==> src/rtl/team_wb_pkg.sv <==
// team_wb_pkg
//   Shared constants for the team wishbone register slave: default widths,
//   the register offsets (AW-bit), and the decoder's register-select enum.
package team_wb_pkg;

    localparam int AW_DEF      = 16;
    localparam int DW_DEF      = 32;
    localparam int PRESC_W_DEF = 14;
    localparam int N_IRQ_DEF   = 1;

    localparam logic [AW_DEF-1:0] EN_OFF    = 16'h0000;
    localparam logic [AW_DEF-1:0] PRESC_OFF = 16'h0004;
    localparam logic [AW_DEF-1:0] IM_OFF    = 16'hFF00;
    localparam logic [AW_DEF-1:0] MIS_OFF   = 16'hFF04;
    localparam logic [AW_DEF-1:0] RIS_OFF   = 16'hFF08;
    localparam logic [AW_DEF-1:0] IC_OFF    = 16'hFF0C;

    typedef enum logic [2:0] {
        SEL_NONE  = 3'd0,
        SEL_EN    = 3'd1,
        SEL_PRESC = 3'd2,
        SEL_IM    = 3'd3,
        SEL_MIS   = 3'd4,
        SEL_RIS   = 3'd5,
        SEL_IC    = 3'd6
    } reg_sel_e;

endpackage

==> src/rtl/team_wb_reg_slave_irq_flag_bank.sv <==
// irq_flag_bank
//   Per-source sticky raw flags (RIS), the mask register (IM), write-1-to-clear
//   (IC) handling, the masked status (MIS) and the irq line.
// Ports
//   clk_i, rst_i   clock, async active-high reset
//   evt_i          one-cycle event pulses, one per source
//   im_we_i        write strobe for IM (already qualified by the request)
//   ic_we_i        write strobe for IC
//   wdata_i        write data, low N_IRQ bits
//   wmask_i        byte-lane mask expanded to bits, low N_IRQ bits
//   im_o/ris_o/mis_o  register views for readback
//   irq_o          OR of MIS
module irq_flag_bank #(
    parameter int N_IRQ = 1
) (
    input  logic             clk_i,
    input  logic             rst_i,
    input  logic [N_IRQ-1:0] evt_i,
    input  logic             im_we_i,
    input  logic             ic_we_i,
    input  logic [N_IRQ-1:0] wdata_i,
    input  logic [N_IRQ-1:0] wmask_i,
    output logic [N_IRQ-1:0] im_o,
    output logic [N_IRQ-1:0] ris_o,
    output logic [N_IRQ-1:0] mis_o,
    output logic             irq_o
);

    logic [N_IRQ-1:0] im_q, im_d;
    logic [N_IRQ-1:0] ris_q, ris_d;

    for (genvar k = 0; k < N_IRQ; k++) begin : g_src
        logic clr;
        assign clr      = ic_we_i & wdata_i[k] & wmask_i[k];
        // Event is OR'd in after the clear so a coincident event wins.
        assign ris_d[k] = (ris_q[k] & ~clr) | evt_i[k];
        assign im_d[k]  = (im_we_i & wmask_i[k]) ? wdata_i[k] : im_q[k];
    end

    always_ff @(posedge clk_i or posedge rst_i) begin
        if (rst_i) begin
            im_q  <= '0;
            ris_q <= '0;
        end else begin
            im_q  <= im_d;
            ris_q <= ris_d;
        end
    end

    assign im_o  = im_q;
    assign ris_o = ris_q;
    assign mis_o = ris_q & im_q;
    assign irq_o = |mis_o;

endmodule

==> src/rtl/team_wb_reg_slave.sv <==
// team_wb_reg_slave
//   Wishbone classic slave for the team core: EN and PRESCALER control
//   registers plus the IM/MIS/RIS/IC interrupt block. Fixed one-cycle ack,
//   byte-lane writes, zero-extended registered reads, unmapped offsets are
//   acked and read as zero.
// Ports
//   wb_clk_i, wb_rst_i        clock, async active-high reset
//   wbs_stb/cyc/we/sel/adr/dat_i  wishbone request
//   wbs_dat_o, wbs_ack_o      registered response (dat_o is 0 when ack is 0)
//   evt_i                     core event pulses
//   en_o, prescaler_o, irq    outputs to/from the core
module team_wb_reg_slave
    import team_wb_pkg::*;
#(
    parameter int AW      = AW_DEF,
    parameter int DW      = DW_DEF,
    parameter int PRESC_W = PRESC_W_DEF,
    parameter int N_IRQ   = N_IRQ_DEF
) (
    input  logic               wb_clk_i,
    input  logic               wb_rst_i,
    input  logic               wbs_stb_i,
    input  logic               wbs_cyc_i,
    input  logic               wbs_we_i,
    input  logic [3:0]         wbs_sel_i,
    input  logic [31:0]        wbs_adr_i,
    input  logic [DW-1:0]      wbs_dat_i,
    output logic [DW-1:0]      wbs_dat_o,
    output logic               wbs_ack_o,
    input  logic [N_IRQ-1:0]   evt_i,
    output logic               en_o,
    output logic [PRESC_W-1:0] prescaler_o,
    output logic               irq
);

    logic               ack_q, ack_d;
    logic [DW-1:0]      dat_q, dat_d;
    logic               en_q, en_d;
    logic [PRESC_W-1:0] presc_q, presc_d;

    logic               req, wr;
    reg_sel_e           sel;
    logic [DW-1:0]      wmask;
    logic [DW-1:0]      rdata;
    logic [N_IRQ-1:0]   im, ris, mis;

    // A new request only when no ack is outstanding, so a held strobe
    // cannot be acked on two consecutive edges.
    assign req = wbs_stb_i & wbs_cyc_i & ~ack_q;
    assign wr  = req & wbs_we_i;

    always_comb begin
        sel = SEL_NONE;
        case (wbs_adr_i[AW-1:0])
            AW'(EN_OFF):    sel = SEL_EN;
            AW'(PRESC_OFF): sel = SEL_PRESC;
            AW'(IM_OFF):    sel = SEL_IM;
            AW'(MIS_OFF):   sel = SEL_MIS;
            AW'(RIS_OFF):   sel = SEL_RIS;
            AW'(IC_OFF):    sel = SEL_IC;
            default:        sel = SEL_NONE;
        endcase
    end

    always_comb begin
        wmask = '0;
        for (int i = 0; i < DW; i++) wmask[i] = wbs_sel_i[i/8];
    end

    always_comb begin
        en_d    = en_q;
        presc_d = presc_q;
        if (wr && sel == SEL_EN && wmask[0]) en_d = wbs_dat_i[0];
        if (wr && sel == SEL_PRESC)
            presc_d = (presc_q & ~wmask[PRESC_W-1:0])
                    | (wbs_dat_i[PRESC_W-1:0] & wmask[PRESC_W-1:0]);
    end

    always_comb begin
        rdata = '0;
        case (sel)
            SEL_EN:    rdata[0]         = en_q;
            SEL_PRESC: rdata[PRESC_W-1:0] = presc_q;
            SEL_IM:    rdata[N_IRQ-1:0] = im;
            SEL_MIS:   rdata[N_IRQ-1:0] = mis;
            SEL_RIS:   rdata[N_IRQ-1:0] = ris;
            default:   rdata            = '0;
        endcase
    end

    assign ack_d = req;
    assign dat_d = (req && !wbs_we_i) ? rdata : '0;

    always_ff @(posedge wb_clk_i or posedge wb_rst_i) begin
        if (wb_rst_i) begin
            ack_q   <= 1'b0;
            dat_q   <= '0;
            en_q    <= 1'b0;
            presc_q <= '0;
        end else begin
            ack_q   <= ack_d;
            dat_q   <= dat_d;
            en_q    <= en_d;
            presc_q <= presc_d;
        end
    end

    irq_flag_bank #(.N_IRQ(N_IRQ)) u_irq (
        .clk_i   (wb_clk_i),
        .rst_i   (wb_rst_i),
        .evt_i   (evt_i),
        .im_we_i (wr && sel == SEL_IM),
        .ic_we_i (wr && sel == SEL_IC),
        .wdata_i (wbs_dat_i[N_IRQ-1:0]),
        .wmask_i (wmask[N_IRQ-1:0]),
        .im_o    (im),
        .ris_o   (ris),
        .mis_o   (mis),
        .irq_o   (irq)
    );

    assign wbs_ack_o   = ack_q;
    assign wbs_dat_o   = dat_q;
    assign en_o        = en_q;
    assign prescaler_o = presc_q;

    // Upper address bits are not decoded.
    logic unused_adr;
    assign unused_adr = ^wbs_adr_i[31:AW];

endmodule

==> config.mk <==
export PLATFORM = sky130hd
export DESIGN_NAME = team_wb_reg_slave
export DESIGN_NICKNAME = d
export VERILOG_FILES = /design/src/rtl/team_wb_pkg.sv /design/src/rtl/team_wb_reg_slave_irq_flag_bank.sv /design/src/rtl/team_wb_reg_slave.sv
export SDC_FILE = /design/constraint.sdc
export NUM_CORES = 1
export LEC_CHECK = 0
export CAP_MARGIN = 20
export CORE_MARGIN = 2
export CORE_UTILIZATION = 29
export DETAILED_ROUTE_END_ITERATION = 12
export PLACE_DENSITY = 0.77
export SLEW_MARGIN = 10
export SYNTH_ARGS = -nofsm -noshare
export SYNTH_HDL_FRONTEND = slang
export SYNTH_SLANG_ARGS = --single-unit
==> constraint.sdc <==
create_clock -name wb_clk_i -period 1.69 [get_ports wb_clk_i]
set_input_delay 0.338 -clock wb_clk_i [delete_from_list [all_inputs] [get_ports wb_clk_i]]
set_output_delay 0.338 -clock wb_clk_i [all_outputs]
set_load 0.03 [all_outputs]
Word level (Yosys, flattened, before mapping)
Cells that the tools add are included.
{"block": "word_totals", "regBits": 32, "in_bits": 74, "out_inout_bits": 49, "elab_cells": 44}
{"block": "op_classes", "eq_ne": 11, "n_mux": 4, "n_bitwise": 15, "reduce_logical": 8}
{"operator": "$eq 16x16->1 const B", "count": 4}
{"operator": "$and 14x14->14", "count": 2}
{"operator": "$pmux 3 s6", "count": 1}
{"operator": "$eq 16x3->1 const B", "count": 1}
{"operator": "$logic_not 16->1", "count": 1}
{"operator": "$mux 14", "count": 1}
{"operator": "$not 14->14", "count": 1}
{"operator": "$or 14x14->14", "count": 1}
{"operator": "$mux 13", "count": 1}
{"operator": "$eq 3x3->1 const B", "count": 3}
{"operator": "$and 1x1->1", "count": 8}
{"operator": "$eq 3x2->1 const B", "count": 2}
{"operator": "$logic_and 1x1->1", "count": 6}
{"operator": "$pmux 1 s5", "count": 1}
{"operator": "$eq 3x1->1 const B", "count": 1}
{"operator": "$not 1->1", "count": 2}
{"operator": "$logic_not 1->1", "count": 1}
{"operator": "$or 1x1->1", "count": 1}

Depth between registers and ports, before layout
Gate-level depths: netlist of the first run.
{"block": "depth", "word_depth": 9, "ltp_mapped": 6, "mapped_depth_nobuf": 6}

By module
Synthesis of the first run repeated with hierarchy kept, for this count alone.
{"block": "unflattened", "hier_cells": 124, "hier_area_um2": 1552.7}
{"module": "team_wb_reg_slave", "instances": 1, "cells_each": 115, "area_per_inst_um2": 1453.9, "seq_area_each_um2": 750.7}
{"module": "irq_flag_bank", "instances": 1, "cells_each": 9, "area_per_inst_um2": 98.8, "seq_area_each_um2": 50.0}

Least setup slack after synthesis of the first run
No wires, ideal clock.
{"block": "synth_timing", "path_type": "input -> register", "startpoint": "input port wbs_adr_i[5]", "endpoint": "register with a tool-made name", "setup_time_ns": 0.125, "arrival_ns": 2.158, "t_required_ns": 1.565, "slack_ns": -0.593, "stages": 5, "path_buffers": 0, "path_cell_list": "or4_4 > nand4bb_2 > or3_1 > nor2_2 > mux2_2"}
{"item": "from (decl)", "line_no": "team_wb_reg_slave.sv:26", "source": "input logic [31:0] wbs_adr_i,"}

==> results.tsv, run 1 <==
metric	value	unit
initial_core_util	0.305	
remaining_drc_errors	0	
dieArea	0.00561	mm²
gp_congestion	0.821	
criticalPathCategory	in -> reg	
maxCapViolCount	0	
io_pins	123	
synthCells	122	
setup_ws	-0.334	ns
power_density	620	mW/mm²
grt-ovfl-total	0	
grt_pass1_wl	5.60	mm
rows	25	
cp_max_fo	6	
numCtsBuffers	5	
power_switching	0.000373	W
critical_path.slowest_cell	or4_4	
htreeDepth	2	
hold_class	in -> async	
hpwl	2.45	mm
core-area	0.00479	mm²
hold_viol_final	0	
grt_max_degree	33	
fin_tns_setup	-6.74	ns
clk-insertion-delay-late	0.28	ns
totalWireLength	3.74	mm
die_width	74.9	µm
yosysSeqAreaShare	0.549	
period_minus_slack	2.02	ns
avgSynthCellArea	12.0	µm²
cp.required	1.85	ns
post_drt_wl_per_cell	13.5	µm
final_util	0.537	
cpPeakStageDelay	0.52	ns
postRouteAntennaNets	0	
diodes	0	
seqPwrFrac	0.482	
nets	283	
switching_share	0.234	
drtIter0Drc	56	
endpoint_kind	register	
status	complete, but fails checks	
setup_violations	31	
fin_skew	0.00227	ns
first_pass_iters	4	
internal-power	0.00122	W
cts-hold-fix-buffers	0	
syn_area	0.00146	mm²
rsz0062_at_grt	yes	
first_global_vias	1210	
grtUsageTotal	0.134	
areaGrowthSynthToFinish	76.2	%
p_clk_frac	0.387	
maxSlewViolCount	0	
period_share	1.20	
leakage	1.44	nW
ys_warn_count	0	
finalPower	0.00159	W
clk_pin_slew_worst_paths	0.06	ns
max_freq	494	MHz
fillCellCount	428	
cts-root-buf	clkbuf_8	
dr_total_vias	1166	
viasPerCell	4.22	
cts_tree	done	
ys_types	28	
start_kind	primary input	
violations	negative setup slack	
clock_path_buffers	2	
ys_ff_latch	32	
antenna_found_initial	0	
critical_path_arrival	2.18	ns
drive_above_1_share	0.287	
ir_worst_vdd	0.288	mV
cts_sinks	32	
path_cells	buf_6 > or4_4 > nand4bb_4 > or3_4 > nor2_4 > mux2_2	
portBuffers	68	
die_h	74.9	µm
p_comb_frac	0.131	
## placed cells by master, fill, tap and decap left out
cell type / instances
a2111oi_1: 1
nor2_1: 4
conb_1: 18
nor3_4: 2
dlymetal6s2s_1: 16
a2111oi_2: 1
nor4_4: 4
clkdlybuf4s50_1: 36
inv_4: 1
nand2_1: 2
or3_4: 1
inv_1: 6
o22ai_1: 1
nor2_4: 2
nand3_1: 2
clkdlybuf4s15_1: 1
dfrtp_2: 1
o21bai_1: 1
o32a_1: 1
clkbuf_8: 7
buf_4: 11
dfrtp_1: 31
nand4bb_4: 1
buf_6: 5
dlygate4sd2_1: 12
or4_4: 2
and2_1: 13
mux2_2: 4
nand3_4: 1
or2_4: 2
buf_2: 2
mux2_4: 12
a21oi_1: 2
nand4_1: 2
buf_12: 1
## timing repair
action | in CTS | in global routing
cloned | 0 | 0
pin swaps | 11 | 6
resized for setup | 50 | 23
setup endpoints to repair | 33 | 44
setup buffers | 5 | 2
## cell families after synthesis
family / Yosys count / share of synthesized area
buffers and inverters: 28 / 0.119
AO/OA/AOI/OAI: 7 / 0.0395
multiplexers: 16 / 0.123
flip-flops: 32 / 0.549
other: 1 / 0.00257
AND/OR/NAND/NOR: 38 / 0.166
## per-layer routing
metal  vias to the layer above  wire length [µm]  track usage
met5                         -                 0            0
met4                         0                86       0.0655
met3                         8               216       0.0295
met2                        43              2030        0.236
met1                       566              1410        0.152
li1                        549                 -            -
## worst max-delay path, delay by kind of cell
kind                   cells  cell delay (ns)
buffers and inverters      1             0.09
AND/OR/NAND/NOR            4             1.39
multiplexers               1             0.36
## final timing paths
check	cells after the start	slack (ns)	endpoint	startpoint
worst max-delay path	6	-0.33	register	wbs_adr_i[6]
worst min-delay path	3	0.45	asynchronous set/reset pin	wb_rst_i
worst max register to register	6	0.02	u_irq.im_o	wbs_ack_o
worst min register to register	1	0.50	wbs_dat_o[8]	register
max in group asynchronous	3	0.94	wbs_ack_o	wb_rst_i
min in group wb_clk_i	1	0.50	wbs_dat_o[8]	register
## area by class of cell
class / instances / area [µm²] / area share
Clock buffer: 7 / 96.3 / 0.0375
Inverter: 7 / 28.8 / 0.0112
Multi-Input combinational cell: 79 / 714 / 0.278
Sequential cell: 32 / 802 / 0.312
Tap cell: 67 / 83.8 / 0.0326
Timing Repair Buffer: 84 / 845 / 0.329
## power groups by stage
stage / Sequential [W] / Clock, W / Combinational, W
floorplan: 0.000785 / 0 / 0.000113
global placement: 0.000782 / 0 / 0.000195
detailed placement: 0.000782 / 0 / 0.000196
CTS: 0.000768 / 0.000640 / 0.000204
global route: 0.000768 / 0.000676 / 0.000223
finish: 0.000768 / 0.000616 / 0.000209
## stage by stage
step                std cells  setup WS (ns)  hold WS [ns]  cell area (µm²)
global placement          263         -0.968         0.484             2260
finish                    276         -0.334         0.450             2570
floorplan                 139         -0.506         0.411             1560
CTS                       275         -0.314         0.455             2500
global route              276         -0.379         0.489             2570
detailed placement        263         -0.987         0.492             2260
## cells in the mapped netlist
library cell  instances  share of area
a2111oi_0             1         0.0060
a2111oi_2             1          0.010
a21oi_1               2         0.0069
and2_1               13          0.056
buf_2                 1         0.0034
buf_4                18          0.093
clkbuf_1              2         0.0051
conb_1                1         0.0026
dfrtp_1              32           0.55
inv_1                 7          0.018
mux2_2               16           0.12
nand2_1               2         0.0051
nand3_1               3          0.010
nand4_1               2         0.0086
nand4bb_2             1          0.011
nor2_1                4          0.010
nor2_2                1         0.0043
nor2_4                1         0.0077
nor3_1                1         0.0034
nor3_2                1         0.0069
nor4_1                4          0.017
o21bai_1              1         0.0051
o22ai_1               1         0.0043
o32a_1                1         0.0069
or2_2                 2         0.0086
or3_1                 1         0.0043
or4_1                 1         0.0051
or4_4                 1         0.0077
Power figures use the tool's default switching activity.
==> run 2, diff against run 1 <==
--- a/config.mk
+++ b/config.mk
@@ -6,6 +6,7 @@
 export NUM_CORES = 1
 export LEC_CHECK = 0
 export CAP_MARGIN = 20
+export CORE_ASPECT_RATIO = 2
 export CORE_MARGIN = 2
 export CORE_UTILIZATION = 29
 export DETAILED_ROUTE_END_ITERATION = 12
==> run 2 against run 1 <==
Register-to-register slack worse by 0.04 ns. Routed wire length is 5.7% lower. Count of clock-buffer cells in the layout stayed put. Total power hardly changed. Utilization is 0.90 points lower. Sequential power hardly changed. Critical path type unchanged. First-iteration DRC count is 80% lower. The run still ends with negative setup slack left.
==> results.tsv, run 2 (synthesis gave the netlist of run 1 again) <==
metric	value	unit
clock_path_buffers	2	
r2r_start	u_irq.im_o	
initial_core_util	0.300	
rows	36	
period_share	1.19	
grtUsageTotal	0.135	
cp_max_fo	4	
layoutNonFillerInstCount	267	
violations	negative setup slack	
dieArea	0.00565	mm²
fin_skew	0.00164	ns
max_freq	496	MHz
leakage	1.35	nW
hold_class	in -> async	
grt_pass1_wl	5.59	mm
antenna_found_initial	0	
hold_viol_final	0	
period_minus_slack	2.02	ns
criticalPathCategory	in -> reg	
setup_violations	31	
gp_congestion	0.860	
post_drt_wl_per_cell	13.2	µm
fillCellCount	434	
portBuffers	68	
maxCapViolCount	0	
core-area	0.00486	mm²
nets	284	
first_global_vias	1224	
final_util	0.528	
hpwl	2.63	mm
diodes	0	
numCtsBuffers	5	
cts-root-buf	clkbuf_8	
maxSlewViolCount	0	
htreeDepth	2	
cts_sinks	32	
endpoint_kind	register	
remaining_drc_errors	0	
grt-ovfl-total	0	
cts_tree	done	
totalWireLength	3.53	mm
drtIter0Drc	11	
final_cell_mix	41 x clkdlybuf4s50_1, 31 x dfrtp_1, 18 x conb_1	
die_width	54.2	µm
grt_max_degree	33	
cp.required	1.85	ns
drive_above_1_share	0.290	
final_common_cell	clkdlybuf4s50_1	
power_density	621	mW/mm²
clk-insertion-delay-late	0.27	ns
viasPerCell	4.48	
areaGrowthSynthToFinish	76.1	%
placed_cells	253	
die_h	104	µm
dr_total_vias	1195	
ir_worst_vdd	0.403	mV
critical_path_arrival	2.18	ns
first_pass_iters	4	
start_kind	primary input	
crit_start	wbs_adr_i[6]	
fin_tns_setup	-7.28	ns
setup_ws	-0.325	ns
status	complete, but fails checks	
postRouteAntennaNets	0	
rsz0062_at_grt	yes	
holdWs	0.453	ns
io_pins	123	
clk_pin_slew_worst_paths	0.06	ns
run 2: layout make-up:
class                           instances  area (µm²)  area share
Inverter                                7        28.8      0.0112
Timing Repair Buffer                   85         848       0.330
Multi-Input combinational cell         79         722       0.281
Sequential cell                        32         802       0.312
Clock buffer                            7        96.3      0.0375
Tap cell                               57        71.3      0.0278
run 2: path summary, 6_finish.rpt:
| kind | endpoint | slack (ns) | cells past startpoint |
|---|---|---|---|
| min | wbs_dat_o[7] | 0.45 | 3 |
| min in group wb_clk_i | wbs_dat_o[10] | 0.50 | 1 |
| max reg2reg | wbs_dat_o[0] | -0.02 | 5 |
| max | u_irq.im_o | -0.33 | 6 |
| max in group asynchronous | wbs_ack_o | 0.93 | 3 |
| min reg2reg | wbs_dat_o[10] | 0.50 | 1 |
run 2: repair_timing:
item | in CTS | in global routing
pin swaps | 11 | 8
setup endpoints to repair | 33 | 40
gates resized for setup | 49 | 17
cloned | 0 | 0
setup buffers | 5 | 3
hold buffers | 0 | 0
run 2: routing by layer:
layer,track usage,share of wire,up-vias
met1,0.141,0.33,565
li1,-,-,554
met4,0.0911,0.028,0
met3,0.0129,0.064,8
met2,0.233,0.58,68
met5,0,0,-
run 2: critical path: stages:
cell and delay [ns]:
buf_6 0.09, or4_4 0.52, or4_4 0.57, buf_4 0.18, nor4_4 0.16, mux2_4 0.32
run 2: metrics by stage:
step,setup WS [ns],area (µm²),power [W]
finish,-0.325,2570,0.00159
global route,-0.369,2570,0.00166
CTS,-0.296,2500,0.00162
detailed placement,-0.986,2250,0.000979
global placement,-0.956,2250,0.000978
floorplan,-0.506,1560,0.000898
run 2: power by group:
group	total (W)	switching (W)	internal (W)
clock network	0.000618	0.000256	0.000362
logic	0.000208	0.000118	0.0000901
registers	0.000768	0.000000750	0.000768
